### src/rtl/frame_writer_if.sv
// Pixel-word request bus and SDRAM write bus of the frame writer, grouped as one interface.
// Request handshake: a word transfers on a rising clock when wr_valid && wr_ready; the client holds
// wr_x/wr_y/wr_data stable while wr_valid is high, and wr_ready never depends combinationally on wr_valid.
interface frame_writer_if;
  logic        wr_valid;
  logic        wr_ready;
  logic [8:0]  wr_x;
  logic [8:0]  wr_y;
  logic [15:0] wr_data;

  logic [24:0] sdram_addr;
  logic [15:0] sdram_wdata;
  logic        sdram_wr;
  logic        sdram_ac;

  // Client side: produces pixel words and plays the SDRAM controller.
  modport master (
    output wr_valid, wr_x, wr_y, wr_data,
    input  wr_ready,
    input  sdram_addr, sdram_wdata, sdram_wr,
    output sdram_ac
  );

  // Frame writer side.
  modport slave (
    input  wr_valid, wr_x, wr_y, wr_data,
    output wr_ready,
    output sdram_addr, sdram_wdata, sdram_wr,
    input  sdram_ac
  );
endinterface

### src/rtl/frame_writer.sv
// Write side of the double-buffered SDRAM frame buffer: queues pixel words with their back-buffer
// address and issues strobe/ack SDRAM writes whenever the display reader leaves the bus free.
module frame_writer #(
  parameter logic [19:0] ADDR_BUF1  = 20'h9CD20,
  parameter logic [19:0] ADDR_BUF2  = 20'hC2520,
  parameter int          LINE_WORDS = 320,
  parameter int          LINES      = 480,
  parameter int          FIFO_DEPTH = 8
) (
  input  logic           clock,
  input  logic           reset,
  input  logic           frame_flip,
  input  logic           reader_busy,
  input  logic           sdram_wait,
  frame_writer_if.slave  bus,
  output logic           busy,
  output logic           fifo_empty,
  output logic [7:0]     drop_count,
  output logic [1:0]     state_dbg_o
);
  localparam int PW = $clog2(FIFO_DEPTH);
  localparam int CW = PW + 1;
  localparam logic [8:0]    X_LIM = 9'(LINE_WORDS);
  localparam logic [8:0]    Y_LIM = 9'(LINES);
  localparam logic [CW-1:0] FULL  = CW'(FIFO_DEPTH);

  typedef enum logic [1:0] {
    IDLE = 2'd0,
    REQ  = 2'd1,
    ACK  = 2'd2
  } state_t;

  state_t          state_q, state_d;
  logic [PW-1:0]   rd_ptr_q, rd_ptr_d;
  logic [PW-1:0]   wr_ptr_q, wr_ptr_d;
  logic [CW-1:0]   count_q, count_d;
  logic [40:0]     mem_q [FIFO_DEPTH];
  logic [24:0]     addr_q, addr_d;
  logic [15:0]     wdata_q, wdata_d;
  logic [7:0]      drop_q, drop_d;

  logic            accept, in_range, push, pop;
  logic [24:0]     base, req_addr;

  // Address is fixed when the word is accepted, so a later buffer flip cannot retarget queued words.
  assign base     = frame_flip ? {5'd0, ADDR_BUF2} : {5'd0, ADDR_BUF1};
  assign req_addr = base + (25'(bus.wr_y) * 25'(LINE_WORDS)) + 25'(bus.wr_x);
  assign in_range = (bus.wr_x < X_LIM) && (bus.wr_y < Y_LIM);

  assign bus.wr_ready = (count_q != FULL);
  assign accept       = bus.wr_valid && bus.wr_ready;
  assign push         = accept && in_range;
  assign pop          = (state_q == IDLE) && (count_q != '0) && !reader_busy && !sdram_wait;

  always_comb begin
    wr_ptr_d = wr_ptr_q;
    rd_ptr_d = rd_ptr_q;
    count_d  = count_q;
    if (push) wr_ptr_d = wr_ptr_q + PW'(1);
    if (pop)  rd_ptr_d = rd_ptr_q + PW'(1);
    case ({push, pop})
      2'b10:   count_d = count_q + CW'(1);
      2'b01:   count_d = count_q - CW'(1);
      default: count_d = count_q;
    endcase
  end

  always_comb begin
    drop_d = drop_q;
    if (accept && !in_range && (drop_q != 8'hFF)) drop_d = drop_q + 8'd1;
  end

  always_comb begin
    state_d = state_q;
    addr_d  = addr_q;
    wdata_d = wdata_q;
    case (state_q)
      IDLE: begin
        if (pop) begin
          state_d           = REQ;
          {addr_d, wdata_d} = mem_q[rd_ptr_q];
        end
      end
      REQ:     if (bus.sdram_ac)  state_d = ACK;
      ACK:     if (!bus.sdram_ac) state_d = IDLE;
      default: state_d = IDLE;
    endcase
  end

  always_ff @(posedge clock) begin
    if (reset) begin
      state_q  <= IDLE;
      rd_ptr_q <= '0;
      wr_ptr_q <= '0;
      count_q  <= '0;
      addr_q   <= '0;
      wdata_q  <= '0;
      drop_q   <= '0;
    end else begin
      state_q  <= state_d;
      rd_ptr_q <= rd_ptr_d;
      wr_ptr_q <= wr_ptr_d;
      count_q  <= count_d;
      addr_q   <= addr_d;
      wdata_q  <= wdata_d;
      drop_q   <= drop_d;
    end
  end

  // Storage needs no reset: only entries between the cleared pointers are ever read.
  always_ff @(posedge clock) begin
    if (push) mem_q[wr_ptr_q] <= {req_addr, bus.wr_data};
  end

  assign bus.sdram_wr    = (state_q == REQ);
  assign bus.sdram_addr  = addr_q;
  assign bus.sdram_wdata = wdata_q;
  assign busy            = (state_q != IDLE);
  assign fifo_empty      = (count_q == '0);
  assign drop_count      = drop_q;
  assign state_dbg_o     = state_q;
endmodule

### src/flat_wrapper.sv
// flat-port wrapper written by rule: the top's interface ports become plain ports
module frame_writer_flat 
#(
  parameter logic [19:0] ADDR_BUF1  = 20'h9CD20,
  parameter logic [19:0] ADDR_BUF2  = 20'hC2520,
  parameter int          LINE_WORDS = 320,
  parameter int          LINES      = 480,
  parameter int          FIFO_DEPTH = 8
)
  (clock, reset, frame_flip, reader_busy, sdram_wait, busy, fifo_empty, drop_count, state_dbg_o, bus_wr_valid, bus_wr_x, bus_wr_y, bus_wr_data, bus_wr_ready, bus_sdram_addr, bus_sdram_wdata, bus_sdram_wr, bus_sdram_ac);
  frame_writer_if bus_i ();
  input  logic clock;
  input  logic reset;
  input  logic frame_flip;
  input  logic reader_busy;
  input  logic sdram_wait;
  output logic busy;
  output logic fifo_empty;
  output logic [7:0] drop_count;
  output logic [1:0] state_dbg_o;
  input wire logic [$bits(bus_i.wr_valid)-1:0] bus_wr_valid;
  input wire logic [$bits(bus_i.wr_x)-1:0] bus_wr_x;
  input wire logic [$bits(bus_i.wr_y)-1:0] bus_wr_y;
  input wire logic [$bits(bus_i.wr_data)-1:0] bus_wr_data;
  output wire logic [$bits(bus_i.wr_ready)-1:0] bus_wr_ready;
  output wire logic [$bits(bus_i.sdram_addr)-1:0] bus_sdram_addr;
  output wire logic [$bits(bus_i.sdram_wdata)-1:0] bus_sdram_wdata;
  output wire logic [$bits(bus_i.sdram_wr)-1:0] bus_sdram_wr;
  input wire logic [$bits(bus_i.sdram_ac)-1:0] bus_sdram_ac;
  assign bus_i.wr_valid = bus_wr_valid;
  assign bus_i.wr_x = bus_wr_x;
  assign bus_i.wr_y = bus_wr_y;
  assign bus_i.wr_data = bus_wr_data;
  assign bus_wr_ready = bus_i.wr_ready;
  assign bus_sdram_addr = bus_i.sdram_addr;
  assign bus_sdram_wdata = bus_i.sdram_wdata;
  assign bus_sdram_wr = bus_i.sdram_wr;
  assign bus_i.sdram_ac = bus_sdram_ac;
  frame_writer #(.ADDR_BUF1(ADDR_BUF1), .ADDR_BUF2(ADDR_BUF2), .LINE_WORDS(LINE_WORDS), .LINES(LINES), .FIFO_DEPTH(FIFO_DEPTH)) u_core (.clock(clock), .reset(reset), .frame_flip(frame_flip), .reader_busy(reader_busy), .sdram_wait(sdram_wait), .bus(bus_i), .busy(busy), .fifo_empty(fifo_empty), .drop_count(drop_count), .state_dbg_o(state_dbg_o));
endmodule
### config.mk
export PLATFORM = sky130hd
export DESIGN_NAME = frame_writer_flat
export DESIGN_NICKNAME = d
export VERILOG_FILES = /design/src/rtl/frame_writer_if.sv /design/src/rtl/frame_writer.sv /design/src/flat_wrapper.sv
export SDC_FILE = /design/constraint.sdc
export NUM_CORES = 1
export LEC_CHECK = 0
export CAP_MARGIN = 20
export CORE_UTILIZATION = 35
export DETAILED_ROUTE_END_ITERATION = 12
export MAX_ROUTING_LAYER = met4
export PLACE_DENSITY_LB_ADDON = 0.2
export RECOVER_POWER = 25
export SLEW_MARGIN = 20
export SYNTH_ARGS = -nofsm -noshare
export SYNTH_HDL_FRONTEND = slang
export SYNTH_SLANG_ARGS = --single-unit
### constraint.sdc
create_clock -name clock -period 11.75 [get_ports clock]
set_input_delay 2.35 -clock clock [delete_from_list [all_inputs] [get_ports clock]]
set_output_delay 2.35 -clock clock [all_outputs]
set_load 0.005 [all_outputs]
==> key figures <==
Synth
  • Count of flip-flops with a built-in enable after synthesis: around 300
  • Mean area per synthesized cell: between 15 and 20 um2
  • Proportion of synthesized area in mux cells: 14.4%
  • Mapped cell area: 14300 um2
  • Post-synthesis adder-cell area fraction: approximately 3.8%
  • Post-synthesis compound-gate area fraction: under 10%
  • Proportion of synthesized flip-flops having asynchronous set or reset: 0%
  • Flop and latch count out of synthesis: 353
  • Part of the Yosys area used for sequential elements: 70.2%
  • Dominant combinational cell family by area after synthesis: multiplexers
  • Most instantiated cells after synthesis: 296 x edfxtp_1, 74 x mux4_2, 73 x nor2_1
  • Top-count cell post-synth: edfxtp_1
  • Number of instances in the synthesized netlist: 799
  • Portion of synthesized cell area occupied by the leading cell type: between 60 and 70%
  • Synthesized-area fraction occupied by xor and xnor cells: under 10%
  • Most frequently used flop master after synthesis: edfxtp_1
  • Library cell occupying the most area in the post-synthesis netlist: edfxtp_1
  • Number of warnings reported in the yosys synthesis log: 0
  • Synthesized-area fraction occupied by and/or/nand/nor cells: a little over 4%
  • Count of cell types in the netlist: 45
  • Top cells by area in the synthesized netlist: edfxtp_1 62%, mux4_2 12%, dfxtp_1 8.0%

Worst hold path
  • Hold crit path type: reg2reg
  • Worst Min Path Start: u_core.bus.sdram_wdata[10]

Finish
  • Share of post-route cells with drive strength above 1: 17.3%
  • Area delta synth->final: 19.4%
  • Finished Layout Cells: 1461
  • Diodes inserted: 0
  • Final net count: 990

Global routing
  • Vias in the first global route: 7543
  • Initial antenna violation count: 0
  • Overflow left after global routing: 0
  • Total global-route track usage: between 10% and 20%
  • Largest net degree at the start of global routing: 64
  • Wire length of the first global-routing pass: 43800 um

Setup path
  • CP Capture Type: register
  • Data arrival time at the worst-slack endpoint: ~6 ns
  • Data required time at the worst endpoint: 12.00 ns
  • Worst Setup Path Type: in2reg
  • CP Max Fanout: 8
  • Beginning of the worst register-to-register path: u_core.rd_ptr_q[0]
  • Critical path origin: bus_wr_y[1]
  • Startpoint Class: input pin

STA
  • Unrepaired setup endpoints after global routing: no
  • Count of pins over their slew limit: 0
  • Count of endpoints failing hold in the final timing report: 0
  • Setup violators final: 0
  • Max Clock Freq: 169 MHz
  • Max Clock Skew: 0.0150 ns
  • Measured slew at the worst slew-check pin: ~0.94 ns
  • Tmin final: 5.91 ns
  • Post-route setup TNS: 0 ns
  • Setup ws final: 5.84 ns
  • Normalized max-slew margin: 37.7%
  • Fraction of the cycle the final worst path needs: 50.3%

Clock tree
  • Worst skew pair latency: approximately 0.51 ns
  • CTS resizes: 0
  • Number of post-CTS setup repair buffers: 0
  • Clock transition at the registers of the reported paths: 0.06 ns
  • Maximum level of the CTS H-tree: 2
  • Maximum root-to-sink buffer count: 3
  • Root cell of the clock tree: clkbuf_16
  • Number of sinks handled by clock tree synthesis: approximately 350
  • Number of buffers created by CTS: 37
  • Number of buffers inserted for hold repair after clock tree synthesis: 0
  • Clock tree from TritonCTS: yes

Route
  • Drt pass-1 iters: 5
  • Count of vias placed by the detailed router: between 7000 and 8000
  • Wire length reported by the detailed router: 28600 um
  • Count of routing violations after the opening detailed-route iteration: 370
  • Average via count per standard cell: ~5.0
  • Routed wire per std cell: 19.6 um
  • DRC violations left: 0
  • Number of routed nets with antenna violations: 0

Status
  • Status: finished, final reports clean

Place
  • DP HPWL: around 15000 um
  • Cells after DPL: 1393
  • Pre-CTS worst setup slack: between 5 and 6 ns
  • Final weighted congestion of routability-driven global placement: approximately 0.74
  • Count of buffers from port buffering: 91

Floorplanning
  • X dimension of the die: 204 um
  • Core Footprint: 40000 um2
  • Floorplan die height: approximately 200 um
  • Full die area: 41600 um2
  • Top-Level Pins: 96
  • Initial cell density of the core: 35.7%
  • Row Count: 73

Pwr
  • Max rail drop VDD: 0.108 mV
  • Post-layout power: 3.01 mW
  • PD cells: 176 nW/um2
  • Static Leak: around 5.4 nW

Flow run
  • Maximum Capacitance Violations: 0
[layout make-up]
| class | instances | area (um2) |
|---|---|---|
| well taps | 525 | 657 |
| multi-input cells | 391 | 4050 |
| repair buffers | 105 | 1010 |
| clock buffers | 52 | 1040 |
| flip-flops and latches | 353 | 10000 |
| inverters | 19 | 71.3 |
| clock inverters | 16 | 183 |
| fillers | 3546 | 22900 |
[registers in the layout, indices dropped and copies added, names as in the netlist]
signal	count
u_core.rd_ptr_q	3
u_core.drop_count	8
u_core.bus.sdram_addr	21
u_core.wr_ptr_q	3
u_core.count_q	4
u_core.bus.sdram_wdata	16
u_core.state_dbg_o	2
u_core.mem_q	296
[final timing paths]
check / endpoint / slack, ns / cells after the start
setup / recovery: u_core.mem_q[5][34] / 5.84 / 17
hold reg to reg: u_core.bus.sdram_wdata[10] / 0.50 / 2
hold / removal: u_core.bus.sdram_wdata[10] / 0.50 / 2
setup reg to reg: u_core.bus.sdram_addr[10] / 8.93 / 4
[kinds of logic (layout without fill, tap and decap cells)]
logic type                 Yosys count  count (layout)
buffers and inverters               58             192
muxes                              113             113
AOI/OAI and AO/OA                   80              80
xor gates and xnor gates            27              27
DFF                                353             353
and+or+nand+nor                    125             125
other                                1               4
adders and majority gates           42              42
[placed cells by master (no fill, tap or decap), types with 2 or more instances in the layout]
cell             synthesis  layout
edfxtp_1               296     296
mux4_2                  74      74
clkdlybuf4s50_1          0      68
nor2_1                  73      67
dfxtp_1                 57      54
a211oi_1                40      40
mux2i_1                 39      39
ha_1                    39      39
clkbuf_16                0      39
dlygate4sd3_1            0      22
xnor2_1                 19      19
inv_1                   18      18
a21oi_1                 15      15
nand2_1                 14      14
buf_4                    9      14
clkbuf_1                14      11
xor2_1                   8       8
nor3_1                   9       7
nor2b_1                  7       7
nand3_1                  7       7
o21ai_0                  7       7
nor2_4                   0       6
clkinv_2                 0       6
conb_1                   1       4
clkinv_1                 0       4
bufinv_16                0       4
a21o_1                   3       3
o21a_1                   3       3
a31oi_1                  3       3
nand2b_1                 3       3
fa_1                     3       3
nand4_1                  2       2
nor4_2                   2       2
o21ba_2                  2       2
nor3_2                   0       2
clkbuf_8                 0       2
dfxtp_4                  0       2
[layer usage]
metal | GRT usage, % | share of wire (%) | up-vias
li1 | - | - | 3370
met1 | 18.5 | 45 | 3705
met2 | 23.4 | 49 | 128
met3 | 2.36 | 4.0 | 41
met4 | 4.21 | 2.0 | 0
met5 | - | 0 | -
[critical path, cell delays in order]
cell	delay, ns
clkdlybuf4s50_1	0.44
ha_1	0.30
ha_1	0.18
inv_1	0.06
fa_1	0.40
nor2b_1	0.16
o31a_1	0.18
o21a_1	0.12
nor2_1	0.04
xnor2_1	0.16
ha_1	0.26
ha_1	0.36
a21o_1	0.19
a21oi_1	0.18
a21bo_2	0.24
a21oi_1	0.20
xnor2_1	0.32
[per-stage QoR]
step | hold slack [ns] | utilization, % | area, um2
after floorplan | 0.490 | - | 14300
after global placement | 0.486 | 39.6 | 15800
after detailed placement | 0.492 | 39.6 | 15800
after CTS | 0.501 | 42.6 | 17100
after global routing | 0.525 | 42.6 | 17100
final | 0.496 | 42.6 | 17100
[where the power goes]
| group | switching [mW] | internal (mW) | leakage, nW |
|---|---|---|---|
| registers | 0.0269 | 1.45 | 3.16 |
| clock network | 0.463 | 0.710 | 0.603 |
| logic | 0.196 | 0.162 | 1.62 |
| total | 0.686 | 2.32 | 5.39 |
(Power assumes the default switching activity.)
